===== src/rtl/load_store_unit_pkg.sv =====
// Shared constants for the rv32i memory stage: exception codes, access widths,
// funct3 encodings, LSU FSM states and the funct3 decode helper.
package load_store_unit_pkg;

  localparam int EXCEPTION_LEN = 4;
  localparam logic [EXCEPTION_LEN-1:0] EXCEP_OK                = 4'd0;
  localparam logic [EXCEPTION_LEN-1:0] EXCEP_INVALID_MEM_READ  = 4'd5;
  localparam logic [EXCEPTION_LEN-1:0] EXCEP_INVALID_MEM_WRITE = 4'd7;

  localparam logic [1:0] MEM_WIDTH_BYTE = 2'd0;
  localparam logic [1:0] MEM_WIDTH_HALF = 2'd1;
  localparam logic [1:0] MEM_WIDTH_WORD = 2'd2;

  localparam logic [2:0] FUNCT3_LB  = 3'b000;
  localparam logic [2:0] FUNCT3_LH  = 3'b001;
  localparam logic [2:0] FUNCT3_LW  = 3'b010;
  localparam logic [2:0] FUNCT3_LBU = 3'b100;
  localparam logic [2:0] FUNCT3_LHU = 3'b101;
  localparam logic [2:0] FUNCT3_SB  = 3'b000;
  localparam logic [2:0] FUNCT3_SH  = 3'b001;
  localparam logic [2:0] FUNCT3_SW  = 3'b010;

  typedef enum logic [1:0] {
    LSU_IDLE  = 2'd0,
    LSU_ISSUE = 2'd1,
    LSU_DONE  = 2'd2
  } lsu_state_e;

  typedef struct packed {
    logic       legal;
    logic [1:0] width;
    logic       is_unsigned;
  } lsu_decode_t;

  // Map a funct3 code to access width and sign handling; illegal codes
  // report legal=0 and default to a word access that is never issued.
  function automatic lsu_decode_t decode_funct3(input logic is_read, input logic [2:0] funct3);
    lsu_decode_t d;
    d = '{legal: 1'b0, width: MEM_WIDTH_WORD, is_unsigned: 1'b0};
    if (is_read) begin
      case (funct3)
        FUNCT3_LB:  d = '{legal: 1'b1, width: MEM_WIDTH_BYTE, is_unsigned: 1'b0};
        FUNCT3_LH:  d = '{legal: 1'b1, width: MEM_WIDTH_HALF, is_unsigned: 1'b0};
        FUNCT3_LW:  d = '{legal: 1'b1, width: MEM_WIDTH_WORD, is_unsigned: 1'b0};
        FUNCT3_LBU: d = '{legal: 1'b1, width: MEM_WIDTH_BYTE, is_unsigned: 1'b1};
        FUNCT3_LHU: d = '{legal: 1'b1, width: MEM_WIDTH_HALF, is_unsigned: 1'b1};
        default:    d.legal = 1'b0;
      endcase
    end else begin
      case (funct3)
        FUNCT3_SB: d = '{legal: 1'b1, width: MEM_WIDTH_BYTE, is_unsigned: 1'b0};
        FUNCT3_SH: d = '{legal: 1'b1, width: MEM_WIDTH_HALF, is_unsigned: 1'b0};
        FUNCT3_SW: d = '{legal: 1'b1, width: MEM_WIDTH_WORD, is_unsigned: 1'b0};
        default:   d.legal = 1'b0;
      endcase
    end
    return d;
  endfunction

  // Store data is presented right-aligned with the unused upper bytes cleared.
  function automatic logic [31:0] store_mask(input logic [31:0] data, input logic [1:0] width);
    case (width)
      MEM_WIDTH_BYTE: return {24'd0, data[7:0]};
      MEM_WIDTH_HALF: return {16'd0, data[15:0]};
      default:        return data;
    endcase
  endfunction

endpackage


===== src/rtl/load_store_unit_if.sv =====
// Bus between the LSU (master) and the data-memory access block (slave).
// Handshake: the master raises memValid_Out and holds every mem*_Out signal
// stable until it sees memOK_In or a non-OK memException_In in the same cycle;
// memException_In is combinational and wins over memOK_In.
interface load_store_unit_if;
  import load_store_unit_pkg::*;

  logic [31:0]              memAddr_Out;
  logic [31:0]              memData_Out;
  logic [1:0]               memWidth_Out;
  logic                     memIsRead_Out;
  logic                     memValid_Out;
  logic [EXCEPTION_LEN-1:0] memException_In;
  logic [31:0]              memData_In;
  logic                     memOK_In;

  modport master (
    output memAddr_Out, memData_Out, memWidth_Out, memIsRead_Out, memValid_Out,
    input  memException_In, memData_In, memOK_In
  );

  modport slave (
    input  memAddr_Out, memData_Out, memWidth_Out, memIsRead_Out, memValid_Out,
    output memException_In, memData_In, memOK_In
  );
endinterface


===== src/rtl/load_store_unit_load_data_extend.sv =====
// Combinational load-data extension: keeps the low byte/half/word of the
// right-aligned read data and sign- or zero-extends it to 32 bits.
module load_data_extend
  import load_store_unit_pkg::*;
(
  input  logic [31:0] data,
  input  logic [1:0]  width,
  input  logic        is_unsigned,
  output logic [31:0] value
);

  // Bits above the access width are ignored; the fill bit depends on the sign flag.
  always_comb begin
    value = data;
    case (width)
      MEM_WIDTH_BYTE: value = {{24{data[7]  & ~is_unsigned}}, data[7:0]};
      MEM_WIDTH_HALF: value = {{16{data[15] & ~is_unsigned}}, data[15:0]};
      default:        value = data;
    endcase
  end

endmodule


===== src/rtl/load_store_unit.sv =====
// Memory stage of the rv32i core. Accepts a decoded load/store on
// valid_In && ready_Out, holds one request to the access block until it
// completes or faults, then reports a one-cycle done_Out result.
// Optional build macro LSU_TIMEOUT_EN adds a watchdog (TIMEOUT_CYCLES) on
// the ISSUE wait; without it ISSUE waits indefinitely.
module load_store_unit
  import load_store_unit_pkg::*;
#(
  parameter int TIMEOUT_CYCLES = 255
)
(
  input  logic                     clk,
  input  logic                     rst,
  input  logic                     valid_In,
  output logic                     ready_Out,
  input  logic                     isRead_In,
  input  logic [2:0]               funct3_In,
  input  logic [31:0]              base_In,
  input  logic [31:0]              offset_In,
  input  logic [31:0]              storeData_In,
  input  logic [4:0]               rd_In,
  load_store_unit_if.master        mem,
  output logic                     done_Out,
  output logic [31:0]              result_Out,
  output logic [4:0]               rd_Out,
  output logic                     regWrite_Out,
  output logic [EXCEPTION_LEN-1:0] exception_Out,
  output logic [31:0]              faultAddr_Out,
  output lsu_state_e               state_dbg
);

  lsu_state_e state_q, state_d;

  logic                     accept;
  logic                     finish;
  logic [EXCEPTION_LEN-1:0] finish_exc;
  lsu_decode_t              dec;
  logic [31:0]              addr_sum;
  logic [31:0]              ext_value;

  logic [31:0]              addr_q;
  logic [31:0]              sdata_q;
  logic [1:0]               width_q;
  logic                     uns_q;
  logic                     is_read_q;
  logic [4:0]               rd_q;
  logic [31:0]              result_q;
  logic [4:0]               rd_out_q;
  logic [EXCEPTION_LEN-1:0] exc_q;
  logic [31:0]              fault_q;

`ifdef LSU_TIMEOUT_EN
  localparam int CNT_W = ($clog2(TIMEOUT_CYCLES + 1) > 8) ? $clog2(TIMEOUT_CYCLES + 1) : 8;
  localparam logic [CNT_W-1:0] CNT_LAST = CNT_W'(TIMEOUT_CYCLES - 1);
  logic [CNT_W-1:0] cnt_q;
`endif

  assign dec      = decode_funct3(isRead_In, funct3_In);
  assign addr_sum = base_In + offset_In;

  load_data_extend u_extend (
    .data        (mem.memData_In),
    .width       (width_q),
    .is_unsigned (uns_q),
    .value       (ext_value)
  );

  // State register.
  always_ff @(posedge clk) begin
    if (rst) state_q <= LSU_IDLE;
    else     state_q <= state_d;
  end

  // Next state plus the accept/finish strobes that steer the datapath registers.
  always_comb begin
    state_d    = state_q;
    accept     = 1'b0;
    finish     = 1'b0;
    finish_exc = EXCEP_OK;
    case (state_q)
      LSU_IDLE: begin
        if (valid_In) begin
          accept  = 1'b1;
          state_d = dec.legal ? LSU_ISSUE : LSU_DONE;
        end
      end
      LSU_ISSUE: begin
        if (mem.memException_In != EXCEP_OK) begin
          finish     = 1'b1;
          finish_exc = mem.memException_In;
          state_d    = LSU_DONE;
        end else if (mem.memOK_In) begin
          finish  = 1'b1;
          state_d = LSU_DONE;
        end
`ifdef LSU_TIMEOUT_EN
        else if (cnt_q == CNT_LAST) begin
          finish     = 1'b1;
          finish_exc = is_read_q ? EXCEP_INVALID_MEM_READ : EXCEP_INVALID_MEM_WRITE;
          state_d    = LSU_DONE;
        end
`endif
      end
      LSU_DONE: state_d = LSU_IDLE;
      default:  state_d = LSU_IDLE;
    endcase
  end

  // Request capture at accept; result, rd and fault info update only on entry to DONE
  // so they hold their last reported values everywhere else.
  always_ff @(posedge clk) begin
    if (rst) begin
      addr_q    <= '0;
      sdata_q   <= '0;
      width_q   <= MEM_WIDTH_BYTE;
      uns_q     <= 1'b0;
      is_read_q <= 1'b0;
      rd_q      <= '0;
      result_q  <= '0;
      rd_out_q  <= '0;
      exc_q     <= EXCEP_OK;
      fault_q   <= '0;
    end else begin
      if (accept) begin
        addr_q    <= addr_sum;
        sdata_q   <= store_mask(storeData_In, dec.width);
        width_q   <= dec.width;
        uns_q     <= dec.is_unsigned;
        is_read_q <= isRead_In;
        rd_q      <= rd_In;
        if (!dec.legal) begin
          result_q <= '0;
          rd_out_q <= rd_In;
          exc_q    <= isRead_In ? EXCEP_INVALID_MEM_READ : EXCEP_INVALID_MEM_WRITE;
          fault_q  <= addr_sum;
        end
      end
      if (finish) begin
        rd_out_q <= rd_q;
        exc_q    <= finish_exc;
        if (finish_exc == EXCEP_OK) begin
          result_q <= is_read_q ? ext_value : 32'd0;
        end else begin
          result_q <= '0;
          fault_q  <= addr_q;
        end
      end
    end
  end

`ifdef LSU_TIMEOUT_EN
  // Watchdog: cleared on entry to ISSUE, counts every cycle spent waiting there.
  always_ff @(posedge clk) begin
    if (rst || accept)             cnt_q <= '0;
    else if (state_q == LSU_ISSUE) cnt_q <= cnt_q + 1'b1;
  end
`endif

  assign ready_Out         = (state_q == LSU_IDLE);
  assign done_Out          = (state_q == LSU_DONE);
  assign mem.memValid_Out  = (state_q == LSU_ISSUE);
  assign mem.memAddr_Out   = addr_q;
  assign mem.memData_Out   = sdata_q;
  assign mem.memWidth_Out  = width_q;
  assign mem.memIsRead_Out = is_read_q;
  assign result_Out        = result_q;
  assign rd_Out            = rd_out_q;
  assign exception_Out     = exc_q;
  assign faultAddr_Out     = fault_q;
  assign regWrite_Out      = done_Out && is_read_q && (exc_q == EXCEP_OK) && (rd_out_q != 5'd0);
  assign state_dbg         = state_q;

endmodule

===== src/flat_wrapper.sv =====
// flat-port wrapper written by rule: the top's interface ports become plain ports
module load_store_unit_flat import load_store_unit_pkg::*;
#(
  parameter int TIMEOUT_CYCLES = 255
)
  (clk, rst, valid_In, ready_Out, isRead_In, funct3_In, base_In, offset_In, storeData_In, rd_In, done_Out, result_Out, rd_Out, regWrite_Out, exception_Out, faultAddr_Out, state_dbg, mem_memAddr_Out, mem_memData_Out, mem_memWidth_Out, mem_memIsRead_Out, mem_memValid_Out, mem_memException_In, mem_memData_In, mem_memOK_In);
  load_store_unit_if mem_i ();
  input  logic clk;
  input  logic rst;
  input  logic valid_In;
  output logic ready_Out;
  input  logic isRead_In;
  input  logic [2:0] funct3_In;
  input  logic [31:0] base_In;
  input  logic [31:0] offset_In;
  input  logic [31:0] storeData_In;
  input  logic [4:0] rd_In;
  output logic done_Out;
  output logic [31:0] result_Out;
  output logic [4:0] rd_Out;
  output logic regWrite_Out;
  output logic [EXCEPTION_LEN-1:0] exception_Out;
  output logic [31:0] faultAddr_Out;
  output lsu_state_e state_dbg;
  output wire logic [$bits(mem_i.memAddr_Out)-1:0] mem_memAddr_Out;
  output wire logic [$bits(mem_i.memData_Out)-1:0] mem_memData_Out;
  output wire logic [$bits(mem_i.memWidth_Out)-1:0] mem_memWidth_Out;
  output wire logic [$bits(mem_i.memIsRead_Out)-1:0] mem_memIsRead_Out;
  output wire logic [$bits(mem_i.memValid_Out)-1:0] mem_memValid_Out;
  input wire logic [$bits(mem_i.memException_In)-1:0] mem_memException_In;
  input wire logic [$bits(mem_i.memData_In)-1:0] mem_memData_In;
  input wire logic [$bits(mem_i.memOK_In)-1:0] mem_memOK_In;
  assign mem_memAddr_Out = mem_i.memAddr_Out;
  assign mem_memData_Out = mem_i.memData_Out;
  assign mem_memWidth_Out = mem_i.memWidth_Out;
  assign mem_memIsRead_Out = mem_i.memIsRead_Out;
  assign mem_memValid_Out = mem_i.memValid_Out;
  assign mem_i.memException_In = mem_memException_In;
  assign mem_i.memData_In = mem_memData_In;
  assign mem_i.memOK_In = mem_memOK_In;
  load_store_unit #(.TIMEOUT_CYCLES(TIMEOUT_CYCLES)) u_core (.clk(clk), .rst(rst), .valid_In(valid_In), .ready_Out(ready_Out), .isRead_In(isRead_In), .funct3_In(funct3_In), .base_In(base_In), .offset_In(offset_In), .storeData_In(storeData_In), .rd_In(rd_In), .mem(mem_i), .done_Out(done_Out), .result_Out(result_Out), .rd_Out(rd_Out), .regWrite_Out(regWrite_Out), .exception_Out(exception_Out), .faultAddr_Out(faultAddr_Out), .state_dbg(state_dbg));
endmodule

===== config.mk =====
export PLATFORM = sky130hd
export DESIGN_NAME = load_store_unit_flat
export DESIGN_NICKNAME = d
export VERILOG_FILES = /design/src/rtl/load_store_unit_pkg.sv /design/src/rtl/load_store_unit_if.sv /design/src/rtl/load_store_unit_load_data_extend.sv /design/src/rtl/load_store_unit.sv /design/src/flat_wrapper.sv
export SDC_FILE = /design/constraint.sdc
export NUM_CORES = 1
export LEC_CHECK = 0
export ABC_AREA = 1
export BUFFER_PORTS_ARGS = -buffer_cell sky130_fd_sc_hd__buf_4
export CORE_MARGIN = 4
export CORE_UTILIZATION = 45
export DETAILED_ROUTE_END_ITERATION = 10
export GPL_TIMING_DRIVEN = 0
export HOLD_SLACK_MARGIN = 0.02
export PLACE_DENSITY = 0.74
export SYNTH_ARGS = -nofsm -noshare
export SYNTH_HDL_FRONTEND = slang
export SYNTH_SLANG_ARGS = --single-unit
export TNS_END_PERCENT = 5

===== constraint.sdc =====
create_clock -name clk -period 2.1 [get_ports clk]
set_clock_uncertainty 0.2 [all_clocks]
set_input_delay 0.105 -clock clk [delete_from_list [all_inputs] [get_ports clk]]
set_output_delay 0.105 -clock clk [all_outputs]
set_load 0.05 [all_outputs]

; Word-level counts from Yosys, hierarchy flattened
; Index checks and enable logic that the tools add are counted.
[word_totals]
regBits = 148
inputBits = 145
out_inout_bits = 146
[op_classes]
reduce_logical = 16
n_eq_ne = 11
mux = 35
add_sub_neg = 1
bitwise_logic = 3
[op_table]
columns = op, count
row1 = 32-bit 2-to-1 mux, 9
row2 = 32-bit case mux with 2 select lines, 2
row3 = 32-bit adder, 1
row4 = 4-bit 2-to-1 mux, 6
row5 = 5-bit 2-to-1 mux, 3
row6 = 3-bit case mux with 4 select lines, 1
row7 = 2-bit 2-to-1 mux, 5
row8 = 4-bit logical NOT, 2
row9 = 1-bit 2-to-1 mux, 7
row10 = "2-bit by 1-bit equality test with 1-bit output, second input constant", 3
row11 = "3-bit equality test, second input constant", 2
row12 = 2-bit logical NOT, 3
row13 = 3-bit case mux with 2 select lines, 1
row14 = 5-bit nonzero test, 1
row15 = 5-bit OR reduction, 1
row16 = 2-bit case mux with 2 select lines, 1
row17 = 2-bit AND reduction, 2
row18 = 4-bit nonzero test, 1
row19 = "3-bit by 1-bit equality test with 1-bit output, second input constant", 1
row20 = "3-bit by 2-bit equality test with 1-bit output, second input constant", 1
row21 = 1-bit logical AND, 3
row22 = 3-bit logical NOT, 1
row23 = "3-bit by 1-bit != test with 1-bit output, second input constant", 1
row24 = 3-bit OR reduction, 1
row25 = other kinds (6), 7

; Depth between registers and ports, before layout
[logic_depth]
ltp_word = 8
depth_mapped = 15
mapped_depth_nobuf = 15

; By module
; Synthesis repeated with hierarchy kept, for this count alone.
[hier_totals]
hier_cells = 1272
hier_area_um2 = 8339.2
[modules_own_cells]
columns = mod, seq_area_each_um2, cells_each, area_each_um2, instances
row1 = load_store_unit, 2962.8, 1201, 7935.1, 1
row2 = load_data_extend, 0.0, 71, 404.1, 1

; Least setup slack after synthesis
; OpenSTA, ideal clock, no wires.
[synth_path]
path_type = reg-to-output
from = register u_core.state_q[1] (netlist: u_core.state_dbg[1])
to = output port regWrite_Out
path_buffers = 0
arrival_ns = 2.422
stages_incl_launch_ff = 5
setup_slack_ns = -0.627
required_time_ns = 1.795
cell_sequence = dfxtp_1 > inv_1 > nor2_1 > nand3_1 > a21oi_1
[synth_via]
elab_chain_cells = 4
[synth_rtl]
columns = item, line
row1 = start: declaration, load_store_unit.sv:32  ; lsu_state_e state_q, state_d;
row2 = start signal: assignment, load_store_unit.sv:71  ; else state_q <= state_d;
row3 = 2-bit equality test, load_store_unit.sv:160  ; assign done_Out = (state_q == LSU_DONE);
row4 = via done_Out, flat_wrapper.sv:18  ; output logic done_Out;
row5 = 1-bit logical AND (3 in series), load_store_unit.sv:170  ; assign regWrite_Out = done_Out && is_read_q && (exc_q == EXCEP_OK) && (rd_out_q != 5'd0);
row6 = end: declaration, flat_wrapper.sv:21  ; output logic regWrite_Out;
; The timed path passes the listed nets, and every way through them passes these cells.

; Final worst setup path
[layout_path]
from = input port mem_memException_In[1]
to = register u_core.result_q[18] (netlist: u_core.result_Out[18])
[layout_via]
elab_chain_cells = 6
[layout_rtl]
columns = item, line
row1 = start: declaration, flat_wrapper.sv:30  ; input wire logic [$bits(mem_i.memException_In)-1:0] mem_memException_In;
row2 = 4-bit nonzero test, load_store_unit.sv:88  ; if (mem.memException_In != EXCEP_OK) begin
row3 = 4-bit 2-to-1 mux, load_store_unit.sv:88
row4 = 4-bit 2-to-1 mux, load_store_unit.sv:80  ; case (state_q)
row5 = 4-bit logical NOT, load_store_unit.sv:141  ; if (finish_exc == EXCEP_OK) begin
row6 = 32-bit 2-to-1 mux, load_store_unit.sv:141
row7 = 32-bit 2-to-1 mux, load_store_unit.sv:138  ; if (finish) begin
row8 = end signal: assignment, load_store_unit.sv:142  ; result_q <= is_read_q ? ext_value : 32'd0;
row9 = end: declaration, load_store_unit.sv:47  ; logic [31:0] result_q;
; Several ways; a longest one is shown, not always the timed one.
; A chain may end at the register's enable or synchronous reset.

==> run_results.csv <==
group,metric,value,unit
final_layout,syn2layout_area_growth,50.7,%
final_layout,nets,1787,
timing,relSlewSlack,56.9,%
power_and_ir_drop,ir_drop,714,uV
cts,cts_tree,"yes",
timing,setup_violations,0,
global_route,grt_pass1_wl,48500,um
worst_setup_path,critical_path.slowest_cell,"dlygate4sd3_1",
timing,drv_slew,0,
worst_setup_path,worstPathMaxFanout,10,
logic_synthesis,synth.avg_cell_area,6.60,sq um
floorplan,die_h,141,um
global_route,grt-ovfl-total,0,
cts,cts_root_buf,"clkbuf_16",
place,place_inst,1723,
timing,fmax,0.479,GHz
floorplan,fp.dieW,141,um
worst_setup_path,critical_path.cell_chain,"dlygate4sd3_1, buf_4, inv_1, nand3_1, inv_1, nand2_1, nand2_4, inv_4, nand3_2, a31oi_4, buf_4, o21ai_0, a21oi_1",
floorplan,core_area,17400,sq um
cts,cts-htree-levels,4,
timing,post-route-period-util,99.5,%
logic_synthesis,synth_warnings,0,
logic_synthesis,yosys-top-cells-area,"dfxtp_1 (37%), nand2_1 (17%), a21oi_1 (8.7%)",
logic_synthesis,synth_edf_count,0,
cts,clock_sinks,148,
detailed_routing,viasPerCell,5.21,
detailed_routing,vias,9619,
global_route,grt_usage,30.5,%
flow_run,max_cap_violations,0,
detailed_routing,wl_per_cell,17.0,um
detailed_routing,drc_errors,0,
logic_synthesis,synth.distinct_cells,39,
place,port_buffers,289,
logic_synthesis,synthCells,1209,
timing,fin_ws,0.0109,ns
cts,clock_latency,0.42,ns
final_layout,fillCellCount,1438,
worst_setup_path,critical_path_arrival,2.22,ns
status,status,"finished clean",
timing,rsz0062_at_grt,"true",
timing,hold_viol_final,0,
detailed_routing,wirelength,31400,um
global_route,grt_max_degree,17,
final_layout,drive_above_1_share,23.4,%
detailed_routing,first_pass_iters,5,
logic_synthesis,synth_top_area_share,37.1,%
logic_synthesis,syn-num-nets,1386,
detailed_routing,drt_first_iter_violations,685,
final_layout,fin_util,69.3,%
worst_setup_path,startpoint_type,"primary input",
floorplan,num_rows,48,
floorplan,ios,291,
logic_synthesis,synthesis.area,7980,sq um
power_and_ir_drop,p_leak,0.00597,uW
logic_synthesis,synthFlopType,"dfxtp_1",
timing,fin_crit,2.09,ns
timing,tns,0,ns
logic_synthesis,ys_seq_area_share,37.1,%
logic_synthesis,synth_seq_cells,148,
power_and_ir_drop,powerDensity,763,nW/um^2
cts,cts_buffers,17,
place,hpwl,23600,um
cts,clockBufferDepth,2,
place,pre_cts_ws,-0.286,ns
final_layout,diodes,0,
min_path,hp-class,"in2reg",
logic_synthesis,synth_top_cell_by_area,"dfxtp_1",
place,globalplace.congestion,0.914,
worst_setup_path,critPathRequiredTime,2.24,ns
floorplan,start_util,46.0,%
logic_synthesis,async_reset_ff_share,0,%
worst_setup_path,endpoint_kind,"flip-flop",
worst_setup_path,critPathMaxStageDelay,0.56,ns
global_route,grt_pass1_vias,9283,
timing,worstMarginPinSlew,0.646,ns
floorplan,die_area,19900,sq um
worst_setup_path,crit_type,"in2reg",
final_layout,finalNonFillerCells,1848,
global_route,antenna_found_initial,0,
cts,path_clk_slew,0.06,ns
detailed_routing,antenna_left,0,
[layout make-up]
cell class,instances,area (sq um),area share [%]
Multi-Input combinational cell,857,4280,35.6
Inverter,153,579,4.82
Clock inverter,12,155,1.29
Clock buffer,20,447,3.72
Tap cell,225,282,2.34
Timing Repair Buffer,382,3090,25.7
Buffer,51,228,1.89
Sequential cell,148,2970,24.7
[worst max-delay path, delay by kind of cell]
kind                   cells  cell delay [ns]
buffers and inverters      6             1.09
AO/OA/AOI/OAI              3             0.57
AND/OR/NAND/NOR            4             0.46
[cell usage after synthesis, types with 2 or more instances]
| cell type | n |
|---|---|
| mux2i_1 | 2 |
| a211oi_1 | 2 |
| xnor2_1 | 5 |
| nor3_1 | 6 |
| buf_2 | 16 |
| a21oi_1 | 138 |
| inv_2 | 5 |
| ha_1 | 31 |
| xor2_1 | 10 |
| o21bai_1 | 6 |
| dfxtp_1 | 148 |
| nor2_1 | 83 |
| nand3b_1 | 3 |
| clkbuf_1 | 29 |
| buf_4 | 2 |
| nand4_1 | 4 |
| o21a_1 | 12 |
| nand2_1 | 369 |
| a221oi_1 | 3 |
| o21ai_1 | 12 |
| nand3_1 | 69 |
| o21ai_0 | 65 |
| o211ai_1 | 15 |
| inv_1 | 148 |
| nor2_2 | 2 |
| buf_1 | 4 |
| or2_2 | 2 |
| nor4_1 | 2 |
| a31oi_1 | 6 |
[layer usage]
metal,part of all wire (%),GRT usage [%],vias to the layer above
met5,0,0,-
met4,4.1,13.0,0
met3,8.5,7.23,98
met2,47,50.3,447
met1,40,38.0,4385
li1,-,-,4689
[worst paths after layout]
kind	to	slack (ns)	start	depth (start not counted)
max	u_core.result_Out[18]$_SDFFE_PP0P_	0.01	mem_memException_In[1]	13
min	u_core.faultAddr_Out[9]$_SDFF_PP0_	0.03	offset_In[9]	5
max reg2reg	u_core.result_Out[18]$_SDFFE_PP0P_	0.04	u_core.state_dbg[0]$_SDFFE_PP0P_	9
min reg2reg	u_core.rd_q[2]$_SDFFE_PP0P_	0.25	u_core.rd_q[2]$_SDFFE_PP0P_	2
[cells in the final DEF (no fill, tap or decap), types with 5 or more instances in the layout]
| cell type | n |
|---|---|
| nor2_1 | 78 |
| buf_4 | 297 |
| ha_1 | 31 |
| xor2_1 | 10 |
| o21a_1 | 12 |
| dlygate4sd3_1 | 88 |
| nor2_2 | 6 |
| a21oi_1 | 134 |
| clkbuf_1 | 28 |
| nand2_1 | 367 |
| dfxtp_1 | 146 |
| o21ai_1 | 12 |
| xnor2_1 | 5 |
| nor3_1 | 5 |
| o21ai_0 | 65 |
| inv_1 | 147 |
| clkbuf_16 | 17 |
| o211ai_1 | 15 |
| buf_2 | 14 |
| a21oi_2 | 5 |
| a31oi_1 | 6 |
| nand3_1 | 69 |
| o21bai_1 | 6 |
[where the power goes]
group / internal, uW / switching, uW / leakage [uW]
Sequential: 3020 / 167 / 0.00121
Combinational: 1000 / 1870 / 0.00446
Clock: 1900 / 1210 / 0.000290
Total: 5920 / 3250 / 0.00597
[per-stage QoR]
stage / total power [uW] / hold WS (ns) / cell area [sq um]
after floorplan: 4940 / 0.0477 / 7990
after global placement: 5880 / 0.157 / 10400
after detailed placement: 5900 / 0.165 / 10400
after CTS: 9120 / 0.0205 / 11900
after global routing: 9570 / 0.0482 / 12000
final: 9170 / 0.0266 / 12000
[state kept, by name, indices dropped and copies added, names as in the netlist]
name and count:
u_core.mem.memAddr_Out 32, u_core.faultAddr_Out 32, u_core.exception_Out 4, u_core.uns_q 1, u_core.mem.memWidth_Out 2, u_core.mem.memData_Out 32, u_core.rd_Out 5, u_core.rd_q 5
u_core.state_dbg 2, u_core.result_Out 32, u_core.mem.memIsRead_Out 1
[cell families (layout without fill, tap and decap cells)]
family / Yosys count / in the layout / share of synthesized area (%)
and+or+nand+nor: 546 / 546 / 27.8
AOI/OAI and AO/OA: 262 / 262 / 18.1
muxes: 2 / 2 / 0.251
xor gates and xnor gates: 15 / 15 / 1.65
buffers and inverters: 204 / 618 / 9.94
DFF: 148 / 148 / 37.1
adders and majority gates: 32 / 32 / 5.11
[repair_timing]
item                                    in CTS  in global routing
endpoints found under the setup margin       0                 72
hold endpoints to repair                    93                  0
hold buffers                                88                  0
buffers inserted                             0                  5
gates resized for setup                      0                 25
Note: power is estimated with default switching activity, not from simulation.
